--- src/rtl/controle_multiciclo.sv ---
// controle_multiciclo: multi-cycle control FSM sequencing ALU, MUL/DIV, memory, clear and halt instructions
module controle_multiciclo #(
  parameter int MULDIV_LAT  = 4,
  parameter int CLEAR_DEPTH = 16,
  parameter int ADDR_W      = 4,
  parameter int MEM_TIMEOUT = 8
) (
  input  logic              clk,
  input  logic              rst,
  input  logic              instr_valid,
  output logic              instr_ready,
  input  logic [2:0]        OpCode,
  input  logic              mem_ready,
  output logic              MemtoReg,
  output logic              MemEn,
  output logic              MemOp,
  output logic              FonteEscrita,
  output logic              RegEsc,
  output logic [3:0]        ALUCode,
  output logic              Clear,
  output logic [ADDR_W-1:0] clear_addr,
  output logic              Stop,
  output logic              err,
  output logic              busy
);
  typedef enum logic [2:0] {IDLE, ALU, MULDIV, MEM, CLR, HALT} state_t;
  state_t      state;
  logic [2:0]  op;
  logic [15:0] cnt;
  logic        md_last, mem_last, clr_last, rd, wr, clr;
  assign md_last  = cnt == 16'(MULDIV_LAT - 1);
  assign mem_last = cnt == 16'(MEM_TIMEOUT - 1);
  assign clr_last = cnt == 16'(CLEAR_DEPTH - 1);
  always_ff @(posedge clk or posedge rst)
    if (rst) begin
      state <= IDLE;
      op    <= '0;
      cnt   <= '0;
      err   <= 1'b0;
    end else begin
      case (state)
        IDLE: if (instr_valid) begin
          op    <= OpCode;
          cnt   <= '0;
          state <= OpCode[2] ? (OpCode[1] ? MEM : (OpCode[0] ? HALT : CLR))
                             : (OpCode[1] ? MULDIV : ALU);
        end
        ALU: state <= IDLE;
        MULDIV: if (md_last) begin
          state <= IDLE;
          cnt   <= '0;
        end else cnt <= cnt + 16'd1;
        // a response in the last allowed cycle still counts as success
        MEM: if (mem_ready) begin
          state <= IDLE;
          cnt   <= '0;
        end else if (mem_last) begin
          state <= HALT;
          err   <= 1'b1;
          cnt   <= '0;
        end else cnt <= cnt + 16'd1;
        CLR: if (clr_last) begin
          state <= IDLE;
          cnt   <= '0;
        end else cnt <= cnt + 16'd1;
        default: ;
      endcase
    end
  assign rd           = state == MEM && !op[0];
  assign wr           = state == MEM && op[0];
  assign clr          = state == CLR;
  assign instr_ready  = state == IDLE;
  assign busy         = state != IDLE && state != HALT;
  assign Stop         = state == HALT;
  assign ALUCode      = (state == ALU || state == MULDIV)
                        ? (op[1] ? (op[0] ? 4'b0010 : 4'b0001) : (op[0] ? 4'b0100 : 4'b1000))
                        : 4'b0000;
  assign RegEsc       = state == ALU || (state == MULDIV && md_last) || (rd && mem_ready);
  assign MemEn        = rd || wr || clr;
  assign MemOp        = wr || clr;
  assign MemtoReg     = rd;
  assign FonteEscrita = rd;
  assign Clear        = clr;
  assign clear_addr   = clr ? ADDR_W'(cnt) : '0;
endmodule

--- config.mk ---
export PLATFORM = sky130hd
export DESIGN_NAME = controle_multiciclo
export DESIGN_NICKNAME = d
export VERILOG_FILES = /design/src/rtl/controle_multiciclo.sv
export SDC_FILE = /design/constraint.sdc
export NUM_CORES = 1
export LEC_CHECK = 0
export ABC_AREA = 1
export CAP_MARGIN = 5
export CORE_ASPECT_RATIO = 0.5
export CORE_MARGIN = 1
export CORE_UTILIZATION = 35
export DETAILED_ROUTE_END_ITERATION = 7
export DONT_BUFFER_PORTS = 1
export GPL_TIMING_DRIVEN = 1
export PLACE_DENSITY = 0.56
export SETUP_SLACK_MARGIN = 0.3
export SLEW_MARGIN = 30
export SYNTH_ARGS = -nofsm -noshare
export SYNTH_HDL_FRONTEND = slang
export SYNTH_SLANG_ARGS = --single-unit
--- constraint.sdc ---
create_clock -name clk -period 2.7 [get_ports clk]
set_input_delay 0.54 -clock clk [delete_from_list [all_inputs] [get_ports clk]]
set_output_delay 0.54 -clock clk [all_outputs]
set_load 0.05 [all_outputs]
==> results.yml <==
outcome:
  status: "complete, no violations"
grt:
  grt_pass1_wl_mm: 6.04
  antenna_found_initial: 0
  gr-usage-all-layers: 0.157
  grt_overflow_total: 0
  grt_pass1_vias: 1381
  grt_max_degree: 23
synthesis:
  synth_top_family_by_area: "simple AND/OR/NAND/NOR gates"
  synth.area.mux_share: 0
  syn_nets: 245
  synth.distinct_cells: 27
  syn_inst: 236
  synth_fa_ha_area_frac: 0.0156
  synth_xor_area_frac: 0.0328
  synth_seq_cells: 22
  syn_avg_cell_area_um2: 6.78
  synth-seq-area-share: 0.344
  yosys_warnings: 0
  synth_area_mm2: 0.00160
  synth_simple_gate_area_share: 0.445
  synth_compound_area_frac: 0.0524
worst_setup_path:
  critPathSlowestCell: "dfrtp_1"
  reg2reg_slack_ns: 0.92
  crit_path_end_kind: "output pin"
  reg2reg_from: "state[1]"
  r2r_end: "cnt[12]"
  cp-endpoint: "RegEsc"
  critPathRequiredTime_ns: 2.16
  worstPathArrival_ns: 1.65
  reg2regPathDepth: 10
  crit_start: "cnt[8]"
  critPathMaxStageDelay_ns: 0.44
  critPathMaxFanout: 6
  crit_chain: "nor2_1, nand2_1, nor2_1, nand2_1, o211ai_1, buf_12"
  crit_type: "reg -> out"
  startpoint_type: "register"
clock_tree:
  cts_tree: "done"
  clk_latency_ns: 0.27
  post_cts_resized: 0
  cts_setup_buffers: 0
  cts_root_buf: "clkbuf_8"
  h-tree-depth: 1
  cts.sinks: 22
  cts_buffer_depth: 2
  cts_hold_buf: 0
  cts_made_buffers: 3
  path_clk_slew_ns: 0.09
cells_and_area:
  final_common_cell: "nand2_1"
  final_cell_mix: "nand2_1, inv_1, nor2_1"
  antennaDiodeCount: 0
  fin_nets: 261
  layout-drive-gt1-share: 0.175
  area_growth_pct: 13.3
  post-route-util: 0.438
placed_design:
  gp_congestion: 0.826
  io_buffers: 0
  dp_hpwl_mm: 2.76
route:
  vias: 1505
  wl_per_cell_um: 11.5
  drt_iter0_markers: 69
  drc_errors: 0
  drt-total-wl_mm: 3.52
  ant_nets: 0
  drtPass1Iterations: 5
  via_per_inst: 4.93
floorplan:
  dieArea_mm2: 0.00486
  io_pins: 25
  start_util: 0.386
  fp.dieH_um: 49.8
  die_x_um: 97.6
  core_mm2: 0.00414
  num_rows: 16
sta:
  period_share: 0.812
  finClkSkew_ns: 0.00550
  rsz0062_at_grt: "false"
  tightest_slew_ns: 0.490
  setup_viol: 0
  hold_viol: 0
  min_period_ns: 2.19
  relSlewSlack: 0.673
  tns_ns: 0
  report.final.slew_viol_count: 0
  holdWs_ns: 0.167
  fmax_ghz: 0.456
min_path:
  hp-class: "in -> async"
power:
  power.density_mw_per_mm2: 1010
  p_leak_nw: 0.867
  ir_worst_vdd_uv: 694
run:
  maxCapViolCount: 0
through the flow:
step | total power [mW] | setup WS (ns) | instances | instance area (um^2)
floorplan | 1.36 | 0.303 | 236 | 1600
global placement | 1.59 | 0.821 | 301 | 1760
detailed placement | 1.60 | 0.802 | 301 | 1760
CTS | 1.84 | 0.489 | 305 | 1810
global route | 1.96 | 0.336 | 305 | 1810
finish | 1.83 | 0.507 | 305 | 1810
worst max-delay path, delay by kind of cell (launching register included):
kind            cells  cell delay (ns)
simple gates        4             0.48
compound gates      1             0.27
buf+inv             1             0.18
flops               1             0.44
metal layers:
layer	global-route usage	share of wire	up-vias
li1	-	-	769
met1	0.211	0.51	716
met2	0.264	0.46	20
met3	0.0312	0.026	0
met4	0.0379	0	0
met5	0	0	-
flip-flops by register name, indices dropped and copies added (netlist names):
| register | cells |
|---|---|
| err | 1 |
| cnt | 16 |
| state | 3 |
| op | 2 |
kinds of logic (layout without fill, tap and decap cells):
kind of cell	Yosys count	after routing
AND/OR/NAND/NOR	148	148
buffers and inverters	43	58
flip-flops	22	22
AO/OA/AOI/OAI	15	15
XOR/XNOR	6	6
adder cells (fa/ha/maj)	2	2
Yosys cell counts:
library cell,n,share of area
a21oi_1,1,0.0031
buf_4,1,0.0047
buf_8,1,0.0094
dfrtp_1,22,0.34
ha_1,2,0.016
inv_1,35,0.082
inv_2,6,0.014
nand2_1,60,0.14
nand2_2,1,0.0039
nand2_4,2,0.014
nand3_1,20,0.063
nand3_2,3,0.019
nand3_4,1,0.011
nand4_1,9,0.035
nor2_1,34,0.080
nor2_2,7,0.027
nor2_4,1,0.0070
nor2_8,1,0.013
nor3_1,7,0.022
nor3_2,1,0.0063
o211ai_1,1,0.0047
o21ai_0,10,0.031
o21ai_1,1,0.0031
o21ai_2,1,0.0055
o21bai_1,1,0.0047
or2_2,1,0.0039
xor2_1,6,0.033
how the worst min path moves through the flow:
| stage | startpoint | endpoint | slack, ns |
|---|---|---|---|
| final | rst | cnt[7] | 0.17 |
| after global routing | rst | err | 0.21 |
| after CTS | rst | cnt[7] | 0.38 |
| after detailed placement | cnt[13] | cnt[13] | 0.51 |
| after global placement | cnt[13] | cnt[13] | 0.50 |
| after floorplan | cnt[13] | cnt[13] | 0.47 |
power breakdown:
part / internal, mW / switching, mW / total [mW] / leakage, nW
combinational: 0.289 / 0.836 / 1.13 / 0.541
clock: 0.130 / 0.116 / 0.246 / 0.0288
sequential: 0.383 / 0.0702 / 0.454 / 0.297
layout make-up:
type                       instances  area (um^2)
timing repair buffer              13          110
tap                               54         67.6
multi-input combinational        171          876
clock buffer                       4         55.1
sequential                        22          551
inverter                          41          154
fill                             420         2330
No activity file was read; power rests on OpenSTA's default activity.
